`src/rtl/add_sub_serial_pkg.sv`:
```
// add_sub_serial_pkg: state encodings and index-width helper for the digit-serial adder/subtractor
package add_sub_serial_pkg;
   typedef enum logic [1:0] {ST_IDLE = 2'd0, ST_RUN = 2'd1, ST_DONE = 2'd2} state_t;
   function automatic int idx_width(input int ndig);
      return (ndig > 1) ? $clog2(ndig) : 1;
   endfunction
endpackage

```
`src/rtl/add_sub_slice.sv`:
```
// add_sub_slice: DIGIT-bit ripple of full adders exposing carry into the MSB for overflow detection
module add_sub_slice #(
   parameter int DIGIT = 4
) (
   input  logic [DIGIT-1:0] a,
   input  logic [DIGIT-1:0] b,
   input  logic             cin,
   output logic [DIGIT-1:0] sum,
   output logic             cout,
   output logic             c_msb
);
   logic [DIGIT:0] c;
   assign c[0] = cin;
   for (genvar i = 0; i < DIGIT; i++) begin : g_fa
      full_adder u_fa (.a(a[i]), .b(b[i]), .cin(c[i]), .s(sum[i]), .cout(c[i+1]));
   end
   assign cout  = c[DIGIT];
   assign c_msb = c[DIGIT-1];
endmodule

```
`src/rtl/full_adder.sv`:
```
// full_adder: single-bit full adder cell
module full_adder (
   input  logic a,
   input  logic b,
   input  logic cin,
   output logic s,
   output logic cout
);
   assign s    = a ^ b ^ cin;
   assign cout = (a & b) | (cin & (a ^ b));
endmodule

```
`src/rtl/add_sub_serial.sv`:
```
// add_sub_serial: digit-serial two's-complement adder/subtractor with start/done handshake and flags
module add_sub_serial
   import add_sub_serial_pkg::*;
#(
   parameter int WIDTH = 16,
   parameter int DIGIT = 4
) (
   input  logic             clk,
   input  logic             reset,
   input  logic             start,
   input  logic             sub,
   input  logic [WIDTH-1:0] a,
   input  logic [WIDTH-1:0] b,
   output logic             busy,
   output logic             done,
   output logic [WIDTH-1:0] result,
   output logic             carry_out,
   output logic             overflow,
   output logic             zero,
   output logic             negative
);
   localparam int NDIG = WIDTH / DIGIT;
   localparam int IW   = idx_width(NDIG);
   state_t                 state, state_nx;
   logic [WIDTH-1:0]       opa, opb, acc, acc_nx;
   logic [WIDTH+DIGIT-1:0] cat;
   logic [IW-1:0]          idx;
   logic [DIGIT-1:0]       sum;
   logic                   cy, cout, c_msb, accept, last;
   add_sub_slice #(.DIGIT(DIGIT)) u_slice (
      .a(opa[DIGIT-1:0]), .b(opb[DIGIT-1:0]), .cin(cy),
      .sum(sum), .cout(cout), .c_msb(c_msb)
   );
   always_comb begin
      accept   = start && (state != ST_RUN);
      last     = idx == IW'(NDIG - 1);
      cat      = {sum, acc};
      acc_nx   = cat[WIDTH+DIGIT-1:DIGIT];
      state_nx = (state == ST_RUN) ? (last ? ST_DONE : ST_RUN) : (start ? ST_RUN : ST_IDLE);
      busy     = state == ST_RUN;
      done     = state == ST_DONE;
   end
   always_ff @(posedge clk) begin
      if (reset) begin
         state     <= ST_IDLE;
         opa       <= '0;
         opb       <= '0;
         acc       <= '0;
         cy        <= 1'b0;
         idx       <= '0;
         result    <= '0;
         carry_out <= 1'b0;
         overflow  <= 1'b0;
         zero      <= 1'b0;
         negative  <= 1'b0;
      end else begin
         state <= state_nx;
         if (accept) begin
            opa <= a;
            opb <= b ^ {WIDTH{sub}};
            cy  <= sub;
            idx <= '0;
         end else if (state == ST_RUN) begin
            opa <= opa >> DIGIT;
            opb <= opb >> DIGIT;
            cy  <= cout;
            idx <= idx + 1'b1;
            acc <= acc_nx;
            if (last) begin
               result    <= acc_nx;
               carry_out <= cout;
               overflow  <= c_msb ^ cout;
               zero      <= acc_nx == '0;
               negative  <= acc_nx[WIDTH-1];
            end
         end
      end
   end
endmodule
```
`config.mk`:
```
export PLATFORM = sky130hd
export DESIGN_NAME = add_sub_serial
export DESIGN_NICKNAME = d
export VERILOG_FILES = /design/src/rtl/add_sub_serial_pkg.sv /design/src/rtl/add_sub_slice.sv /design/src/rtl/full_adder.sv /design/src/rtl/add_sub_serial.sv
export SDC_FILE = /design/constraint.sdc
export NUM_CORES = 1
export LEC_CHECK = 0
export ABC_AREA = 0
export CORE_MARGIN = 2
export CORE_UTILIZATION = 55
export DETAILED_ROUTE_END_ITERATION = 16
export MAX_ROUTING_LAYER = met4
export PLACE_DENSITY = 0.86
export SKIP_CTS_REPAIR_TIMING = 1
export SYNTH_ARGS = -nofsm -noshare
export SYNTH_HDL_FRONTEND = slang
export SYNTH_SLANG_ARGS = --single-unit
```
`constraint.sdc`:
```
create_clock -name clk -period 6.05 [get_ports clk]
set_input_delay 1.815 -clock clk [delete_from_list [all_inputs] [get_ports clk]]
set_output_delay 1.815 -clock clk [all_outputs]
set_load 0.05 [all_outputs]
```
==> reports/results.tsv, run 1 <==
stage	metric	value	unit
run_status	outcome	completed	
critical_path	Req. time, crit path	4240	ps
pwr	clock share of power	39.6	%
cells_and_area	layout cells sized above 1	7.18	%
logic_synthesis	Mapped Nets	340	
clock_tree	CTS H-tree lvls	3	
logic_synthesis	synthesized area	2850	um2
clock_tree	total CTS buffers	9	
die	row count	26	
clock_tree	TritonCTS clock tree	built	
logic_synthesis	Seq cells post-synth	68	
pwr	Seq pwr share	47.4	%
cells_and_area	nets	384	
cells_and_area	diode count	0	
logic_synthesis	sequential element share of the synthesized area	47.7	%
detailed_routing	via count	2250	
critical_path	worst path buffer plus inverter count	2	
pwr	Power Internal	766	uW
clock_tree	Skew-Pair Late Insertion Delay	340	ps
worst_hold_path	Worst Hold Class	reg -> reg	
critical_path	slowest cell on the critical path	clkdlybuf4s50_1	
die	effective utilization at floorplan	56.6	%
critical_path	Worst EP arrival	2840	ps
critical_path	CP max stage delay	940	ps
placement	number of port buffers	57	
pwr	sw power	257	uW
clock_tree	CTS Root Cell	clkbuf_8	
pwr	Leakage	0.00139	uW
die	Die H	76.0	um
critical_path	crit path max fanout	46	
detailed_routing	Vias/cell	5.38	
logic_synthesis	Syn Area/Cell	9.55	um2
logic_synthesis	Yosys Warn Count	0	
cells_and_area	# fillers	395	
clock_tree	Clock Pin Slew Worst Setup and Hold Paths	70	ps
pwr	Combinational Power Share	13.0	%
detailed_routing	Routed WL per cell	13.7	um
global_routing	GRT Resource Usage Total	21.3	%
sta	Setup Skew	4.37	ps
cells_and_area	area added between synthesis and finish	25.9	%
pwr	total power	1020	uW
sta	Max Slew Vio Count	0	
detailed_routing	post-route ant nets	0	
detailed_routing	WL final	5.71	mm
critical_path	critical-path cell list	nand2b_2 > inv_2 > clkdlybuf4s50_1	
critical_path	crit start category	flip-flop	
global_routing	vias in the first global route	2071	
die	die area	5780	um2
sta	Post-Route Setup TNS	0	ps
sta	final worst path period need	4650	ps
sta	crit share post-route	76.9	%
detailed_routing	drc violations	0	
placement	placed insts	402	
global_routing	first-pass GRT wire length	9.49	mm
sta	Final setup viols	0	
clock_tree	clk sinks	68	
placement	placed inst area	3380	um2
sta	Hold Slack	454	ps
placement	RePlAce Congestion	0.793	
sta	unrepaired setup endpoints after global routing	false	
global_routing	largest net degree at the start of global routing	54	
die	Core ar.	5040	um2
logic_synthesis	Syn Inst Count	299	
detailed_routing	DR iter-0 viols	129	
sta	final-report hold violation count	0	
sta	Slew headroom	29.2	%
placement	Detailed Place HPWL	3.78	mm
cells_and_area	post-route cell area	3590	um2
global_routing	grt total ovfl	0	
logic_synthesis	Synth cell types	31	
flow_run	reported max-cap violation count	0	
pwr	Max IR drop VDD	0.000186	V
sta	FMAX	215	MHz
sta	Worst-Margin Slew	1060	ps
global_routing	initial antenna violation count	0	
pwr	Power per Cell Area	285	nW/um2
clock_tree	Clock Tree Buf Depth	2	
critical_path	family with the most delay on the worst path	buffers and inverters	
critical_path	CP Class	reg -> out	
pwr	Sw Ratio	25.1	%
die	die width	76.0	um
die	num ports	58	
detailed_routing	DRT Pass-1 Iters	4	
critical_path	Setup crit end kind	output port	
cells_and_area	Layout Cells excl Fill	418	
cells in the mapped netlist:
library cell,count,share of area (%)
a211o_1,12,3.7
a211oi_1,19,5.0
a21oi_1,25,4.4
a21oi_2,1,0.31
a22o_1,14,4.3
a22o_2,1,0.35
a41o_1,1,0.35
buf_1,2,0.26
buf_2,11,1.9
buf_4,4,1.1
buf_6,2,0.79
clkbuf_1,6,0.79
dfxtp_1,68,48
fa_1,4,2.8
ha_1,1,0.44
inv_1,7,0.92
inv_2,2,0.26
mux2i_1,16,5.6
nand2_1,35,4.6
nand2b_1,3,0.66
nand2b_2,1,0.31
nand3b_1,3,0.79
nor2_1,34,4.5
nor2b_1,1,0.22
nor4_1,2,0.44
nor4_2,1,0.44
o211a_1,1,0.35
o21a_1,1,0.26
o2bb2ai_1,3,0.92
or4_4,1,0.39
xnor2_1,17,5.2
per-layer routing:
metal,share of wire (%),vias to the layer above,track usage (%)
li1,-,1127,-
met2,49,72,33.5
met4,2.3,0,13.1
met1,44,1037,24.7
met3,4.8,14,5.09
met5,0,-,-
path summary, 6_finish.rpt:
check,start,end,slack (ps),cells past startpoint
min,opb[4],opb[0],450,2
max reg2reg,opa[0],zero,3380,8
max,state[1],busy,1400,3
min reg2reg,opb[4],opb[0],450,2
placed cells by master, fill, tap and decap left out:
cell / count
or4_4: 1
ha_1: 1
clkinv_2: 3
a22o_1: 14
a22o_2: 1
nand2b_2: 1
nand2_1: 35
o21a_1: 1
a211oi_1: 19
nor2_1: 34
nor4_2: 1
xnor2_1: 17
a211o_1: 12
buf_4: 1
a21oi_1: 25
a21oi_2: 1
inv_1: 7
o211a_1: 1
nand3b_1: 3
inv_2: 2
nor2b_1: 1
mux2i_1: 16
fa_1: 4
nand2b_1: 3
bufinv_16: 2
clkdlybuf4s50_1: 56
clkbuf_8: 9
buf_2: 1
clkinvlp_4: 1
dfxtp_1: 68
nor4_1: 2
a41o_1: 1
o2bb2ai_1: 3
clkinv_4: 1
worst register-to-register path, stage by stage (launching register included):
cell and delay [ps]:
dfxtp_1 320, inv_1 80, fa_1 160, inv_1 50, fa_1 440, fa_1 580, or4_4 550, nor4_2 230
a41o_1 190
per-stage QoR:
stage / worst slack, ps / utilization, %
after floorplan: 3230 / -
after global placement: 1810 / 67.0
after detailed placement: 1780 / 67.0
after CTS: 1390 / 71.2
after global routing: 1210 / 71.2
final: 1400 / 71.2
layout make-up:
type	instances	area [um2]	area share, %
Sequential cell	68	1360	37.9
Multi-Input combinational cell	197	1320	36.8
Timing Repair Buffer	58	573	16.0
Clock buffer	9	124	3.45
Clock inverter	7	91.3	2.54
Tap cell	70	87.6	2.44
Inverter	9	33.8	0.940
registers in the layout, indices dropped and copies added (netlist names):
| register | cells |
|---|---|
| result | 16 |
| overflow | 1 |
| state | 2 |
| carry_out | 1 |
| opb | 16 |
| acc | 12 |
| idx | 2 |
| zero | 1 |
| opa | 16 |
| cy | 1 |
kinds of logic (layout without fill, tap and decap cells):
family	Yosys count	in the layout	synth area share, %
XOR/XNOR	17	17	5.22
buffers and inverters	34	83	6.01
adder cells (fa/ha/maj)	5	5	3.24
AO/OA/AOI/OAI	78	78	19.9
AND/OR/NAND/NOR	81	81	12.3
multiplexers	16	16	5.61
flip-flops	68	68	47.7
power groups by stage:
| stage | registers (uW) | clock network, uW | logic (uW) |
|---|---|---|---|
| after floorplan | 490 | 0 | 94.6 |
| after global placement | 493 | 0 | 128 |
| after detailed placement | 494 | 0 | 132 |
| after CTS | 484 | 409 | 133 |
| after global routing | 487 | 430 | 147 |
| final | 484 | 405 | 133 |
Power figures use the tool's default switching activity.
==> run 2: changes to the inputs <==
--- a/config.mk
+++ b/config.mk
@@ -7,10 +7,10 @@
 export LEC_CHECK = 0
 export ABC_AREA = 0
 export CORE_MARGIN = 2
-export CORE_UTILIZATION = 55
+export CORE_UTILIZATION = 51
 export DETAILED_ROUTE_END_ITERATION = 16
 export MAX_ROUTING_LAYER = met4
-export PLACE_DENSITY = 0.86
+export PLACE_DENSITY = 0.8
 export SKIP_CTS_REPAIR_TIMING = 1
 export SYNTH_ARGS = -nofsm -noshare
 export SYNTH_HDL_FRONTEND = slang
==> constraint.sdc (replaced) <==
create_clock -name clk -period 4.5 [get_ports clk]
set_input_delay 1.35 -clock clk [delete_from_list [all_inputs] [get_ports clk]]
set_output_delay 1.35 -clock clk [all_outputs]
set_load 0.05 [all_outputs]
==> reports/results.tsv, run 2 (same netlist as run 1, synthesis figures left out) <==
stage	metric	value	unit	change
sta	unrepaired setup endpoints after global routing	false		
clock_tree	CTS Root Cell	clkbuf_8		
detailed_routing	DR iter-0 viols	140		+8.5%
die	die width	78.8	um	+3.6%
pwr	Max IR drop VDD	0.000212	V	+14%
placement	number of port buffers	57		unchanged
critical_path	CP Class	reg -> out		
critical_path	Setup crit end kind	output port		
cells_and_area	area added between synthesis and finish	24.6	%	
cells_and_area	nets	386		+0.52%
detailed_routing	WL final	5.63	mm	-1.5%
die	effective utilization at floorplan	52.5	%	-4.1 points
run_status	outcome	completed		
global_routing	GR Util met2	32.5	%	-1.0 points
clock_tree	total CTS buffers	9		unchanged
clock_tree	Clock Tree Buf Depth	2		unchanged
cells_and_area	layout cells sized above 1	6.57	%	-0.61 points
critical_path	crit path max fanout	3		-93%
detailed_routing	via count	2206		-2.0%
sta	final-report hold violation count	0		unchanged
global_routing	initial antenna violation count	0		unchanged
clock_tree	CTS H-tree lvls	3		unchanged
cells_and_area	most common cell after layout, fill and taps aside	dfxtp_1		
critical_path	crit start category	flip-flop		
cells_and_area	highest-count cells in the layout ignoring fill and taps	dfxtp_1, clkdlybuf4s50_1, nand2_1, nor2_1, a21oi_1		
detailed_routing	Routed WL per cell	13.3	um	-2.4%
die	num ports	58		unchanged
global_routing	GRT Resource Usage Total	20.4	%	-0.88 points
sta	Setup Skew	7.93	ps	+3.56 ps
die	Core ar.	5440	um2	+7.9%
clock_tree	TritonCTS clock tree	built		
critical_path	Worst EP arrival	1730	ps	-1110 ps
sta	Slew headroom	29.5	%	+0.25 points
pwr	Leakage	0.00138	uW	-1.1%
global_routing	GR Util met3	4.77	%	-0.32 points
cells_and_area	top flop regs	opa x16, opb x16, result x16		
global_routing	vias in the first global route	2043		-1.4%
placement	RePlAce Congestion	0.792		-0.14%
global_routing	GRT met1 Usage	24.2	%	-0.44 points
cells_and_area	# fillers	476		+21%
placement	setup slack at placement	1290	ps	-484 ps
clock_tree	Clock Pin Slew Worst Setup and Hold Paths	70	ps	about the same
sta	Hold Slack	453	ps	-0.837 ps
detailed_routing	post-route ant nets	0		unchanged
critical_path	Req. time, crit path	3150	ps	-1090 ps
sta	Max Slew Vio Count	0		unchanged
die	die area	6210	um2	+7.4%
critical_path	critical-path cell list	nand2b_2 > inv_2 > clkdlybuf4s50_1		
global_routing	largest net degree at the start of global routing	54		unchanged
placement	placed insts	406		+1.0%
die	Die H	78.8	um	+3.6%
critical_path	slowest cell on the critical path	clkdlybuf4s50_1		
sta	slack of the critical path	1420	ps	+18.3 ps
die	row count	27		+3.8%
pwr	Power per Cell Area	353	nW/um2	+24%
critical_path	CP max stage delay	790	ps	-150 ps
global_routing	first-pass GRT wire length	9.54	mm	+0.51%
detailed_routing	Vias/cell	5.23		-2.9%
worst_hold_path	Worst Hold Class	reg -> reg		
detailed_routing	DRT Pass-1 Iters	4		unchanged
sta	crit share post-route	68.5	%	
flow_run	reported max-cap violation count	0		unchanged
sta	FMAX	324	MHz	
detailed_routing	drc violations	0		unchanged
cells_and_area	Layout Cells excl Fill	422		+0.96%
sta	Final setup viols	0		unchanged
sta	final worst path period need	3080	ps	
global_routing	grt total ovfl	0		unchanged
sta	Post-Route Setup TNS	0	ps	unchanged
sta	Worst-Margin Slew	1060	ps	-3.75 ps
pwr	total power	1260	uW	+23%
placement	Detailed Place HPWL	3.80	mm	+0.69%
global_routing	GRT Max-Usage Layer	met2		
clock_tree	clk sinks	68		unchanged
cells_and_area	diode count	0		unchanged
clock_tree	Skew-Pair Late Insertion Delay	340	ps	about the same
## run 2: changes by cell type in the layout (fill, tap and decap cells not counted)
cell | previous run | this run
clkbuf_1 | 0 | 4
buf_4 | 1 | 3
bufinv_16 | 2 | 0
clkbuf_8 | 9 | 10
clkinv_2 | 3 | 2
clkinv_4 | 1 | 0
clkinvlp_4 | 1 | 0
## run 2: area by class of cell
cell class	instances	area (um2)	share of cell area, %
sequential	68	1360	38.3
clock inverter	2	10.0	0.281
timing repair buffer	60	588	16.5
clock buffer	14	153	4.29
inverter	9	33.8	0.950
multi-input combinational	197	1320	37.1
tap	72	90.1	2.53
## run 2: path summary, 6_finish.rpt
| check | to | cells after the start | slack, ps | startpoint |
|---|---|---|---|---|
| max | busy | 3 | 1420 | state[1] |
| min | opb[1] | 2 | 450 | opb[5] |
| max reg2reg | zero | 8 | 1850 | cy |
| min reg2reg | opb[1] | 2 | 450 | opb[5] |
## run 2: metrics by stage
step | instance area, um2 | util (%)
2_1_floorplan | 2850 | -
3_3_place_gp | 3390 | 62.4
3_5_place_dp | 3390 | 62.4
4_1_cts | 3560 | 65.4
5_1_grt | 3560 | 65.4
6_report | 3560 | 65.4
## run 2: layer usage
metal / share of wire (%) / wire length (um)
met1: 46 / 2570
met2: 48 / 2700
met3: 4.5 / 251
met4: 1.9 / 108
met5: 0 / 0
## run 2: power breakdown
part	total [uW]	switching [uW]	internal (uW)	leakage, uW
registers	651	19.3	632	0.000556
clock network	427	212	214	0.0000844
logic	179	89.9	89.0	0.000737
## run 2: critical path, delay by kind of cell, from the launching register on
| kind | cells | cell delay, ps |
|---|---|---|
| DFF | 1 | 300 |
| buffers and inverters | 2 | 870 |
| and+or+nand+nor | 1 | 220 |
==> run 3: changes to the inputs <==
--- a/config.mk
+++ b/config.mk
@@ -7,10 +7,10 @@
 export LEC_CHECK = 0
 export ABC_AREA = 0
 export CORE_MARGIN = 2
-export CORE_UTILIZATION = 51
+export CORE_UTILIZATION = 46
 export DETAILED_ROUTE_END_ITERATION = 16
 export MAX_ROUTING_LAYER = met4
-export PLACE_DENSITY = 0.8
+export PLACE_DENSITY = 0.77
 export SKIP_CTS_REPAIR_TIMING = 1
 export SYNTH_ARGS = -nofsm -noshare
 export SYNTH_HDL_FRONTEND = slang
==> constraint.sdc (replaced) <==
create_clock -name clk -period 2.8 [get_ports clk]
set_input_delay 0.84 -clock clk [delete_from_list [all_inputs] [get_ports clk]]
set_output_delay 0.84 -clock clk [all_outputs]
set_load 0.05 [all_outputs]
==> reports/results.tsv, run 3 (same netlist as run 1, synthesis figures left out) <==
stage	metric	value	unit	change
global_routing	largest net degree at the start of global routing	39		-28%
sta	Worst-Margin Slew	723	ps	-335 ps
global_routing	initial antenna violation count	0		unchanged
cells_and_area	nets	390		+1.0%
sta	Hold Slack	453	ps	-0.453 ps
die	Die H	82.8	um	+5.0%
detailed_routing	Routed WL per cell	13.8	um	+3.6%
clock_tree	TritonCTS clock tree	built		
die	Core ar.	5960	um2	+9.5%
cells_and_area	Layout Cells excl Fill	429		+1.7%
placement	number of port buffers	57		unchanged
critical_path	slowest cell on the critical path	fa_1		
detailed_routing	Vias/cell	5.23		about the same
sta	Post-Route Setup TNS	0	ps	unchanged
detailed_routing	via count	2242		+1.6%
critical_path	family with the most delay on the worst path	adder cells		
sta	Final setup viols	0		unchanged
critical_path	Worst path most repeated cell	fa_1		
pwr	Max IR drop VDD	0.000386	V	+82%
critical_path	crit path max fanout	3		unchanged
detailed_routing	DR iter-0 viols	118		-16%
cells_and_area	most common cell after layout, fill and taps aside	dfxtp_1		
placement	RePlAce Congestion	0.868		+9.6%
global_routing	GR Util met2	31.5	%	-1.0 points
flow_run	reported max-cap violation count	0		unchanged
critical_path	CP Class	reg -> reg		
pwr	Combinational Power Share	14.4	%	+0.2 points
worst_hold_path	Worst Hold Class	reg -> reg		
clock_tree	CTS H-tree lvls	3		unchanged
global_routing	GRT met1 Usage	23.2	%	-1.1 points
sta	Max Slew Vio Count	0		unchanged
sta	Slew headroom	51.8	%	+22 points
pwr	Power Internal	1500	uW	+61%
sta	final worst path period need	2600	ps	
sta	final-report hold violation count	0		unchanged
sta	crit share post-route	92.8	%	
die	die area	6850	um2	+10%
placement	Detailed Place HPWL	4.06	mm	+6.7%
cells_and_area	highest-count cells in the layout ignoring fill and taps	dfxtp_1, clkdlybuf4s50_1, nand2_1, nor2_1, a21oi_1		
global_routing	vias in the first global route	2075		+1.6%
sta	FMAX	385	MHz	
global_routing	grt total ovfl	0		unchanged
global_routing	GRT Resource Usage Total	19.7	%	-0.67 points
critical_path	critical-path cell list	inv_1 > fa_1 > inv_1 > fa_1 > fa_1 > or4_4 > nor4_2 > a41o_1		
critical_path	CP max stage delay	530	ps	-260 ps
critical_path	crit start category	flip-flop		
cells_and_area	diode count	0		unchanged
global_routing	first-pass GRT wire length	9.69	mm	+1.6%
run_status	outcome	completed		
pwr	Seq pwr share	51.5	%	-0.3 points
critical_path	Req. time, crit path	3080	ps	-70 ps
clock_tree	Clock Tree Buf Depth	2		unchanged
sta	Setup Skew	6.71	ps	-1.22 ps
die	effective utilization at floorplan	47.9	%	-4.6 points
detailed_routing	WL final	5.93	mm	+5.3%
die	num ports	58		unchanged
sta	unrepaired setup endpoints after global routing	false		
placement	placed insts	413		+1.7%
die	row count	28		+3.7%
critical_path	Worst EP arrival	2880	ps	+1150 ps
clock_tree	CTS Root Cell	clkbuf_8		
pwr	Sw Ratio	26.1	%	+0.53 points
clock_tree	clk sinks	68		unchanged
clock_tree	Skew-Pair Late Insertion Delay	340	ps	about the same
global_routing	GRT Max-Usage Layer	met2		
detailed_routing	post-route ant nets	0		unchanged
cells_and_area	area added between synthesis and finish	26.8	%	
pwr	Leakage	0.00141	uW	+2.4%
clock_tree	total CTS buffers	9		unchanged
critical_path	Setup crit end kind	flip-flop		
global_routing	GR Util met3	3.91	%	-0.86 points
detailed_routing	drc violations	0		unchanged
cells_and_area	layout cells sized above 1	8.76	%	+2.2 points
pwr	Power per Cell Area	562	nW/um2	+59%
clock_tree	Clock Pin Slew Worst Setup and Hold Paths	70	ps	about the same
detailed_routing	DRT Pass-1 Iters	4		unchanged
pwr	sw power	531	uW	+65%
pwr	clock share of power	34.2	%	+0.3 points
critical_path	worst path buffer plus inverter count	2		unchanged
die	die width	82.8	um	+5.0%
cells_and_area	top flop regs	opa x16, opb x16, result x16		
==> run 3: cell count changes in the layout (fill, tap and decap cells not counted) <==
| cell | change |
|---|---|
| clkbuf_1 | -3 |
| buf_4 | +3 |
| clkinvlp_4 | +1 |
| buf_12 | +2 |
| clkdlybuf4s50_1 | -1 |
| clkinv_2 | +2 |
==> run 3: final timing paths <==
check             cells after the start  slack (ps)  endpoint  startpoint
setup / recovery                      8         200      zero          cy
setup reg to reg                      8         200      zero          cy
hold reg to reg                       2         450    opb[1]      opb[5]
hold / removal                        2         450    opb[1]      opb[5]
==> run 3: power by group through the flow <==
stage	logic [uW]	registers [uW]	clock network, uW
after floorplan	204	1060	0
after global placement	288	1070	0
after detailed placement	294	1070	0
after CTS	295	1050	712
after global routing	325	1050	756
final	293	1050	695
==> run 3: final cells by class <==
cell class / count / area (um2)
fillers: 549 / 2340
flip-flops and latches: 68 / 1360
multi-input cells: 197 / 1320
repair buffers: 64 / 641
clock buffers: 11 / 141
well taps: 75 / 93.8
inverters: 9 / 33.8
clock inverters: 5 / 27.5
==> run 3: layer usage <==
metal / wire [um] / vias up / part of all wire, %
li1: - / 1140 / -
met1: 2760 / 1028 / 47
met2: 2740 / 62 / 46
met3: 256 / 12 / 4.3
met4: 168 / 0 / 2.8
met5: 0 / - / 0
==> run 3: worst register-to-register path: cells and delay by family (launching register included) <==
| kind | cells | cell delay, ps |
|---|---|---|
| AOI/OAI and AO/OA | 1 | 200 |
| adders and majority gates | 3 | 1150 |
| buffers and inverters | 2 | 150 |
| DFF | 1 | 300 |
| and+or+nand+nor | 2 | 760 |
==> run 3: per-stage QoR <==
stage / worst slack, ps / power, uW / util [%] / area (um2)
6_report: 201 / 2030 / 60.8 / 3620
5_1_grt: 65.4 / 2130 / 60.8 / 3620
3_5_place_dp: 194 / 1360 / 57.9 / 3450
3_3_place_gp: 277 / 1350 / 57.9 / 3450
4_1_cts: 185 / 2050 / 60.8 / 3620
2_1_floorplan: 326 / 1260 / - / 2850
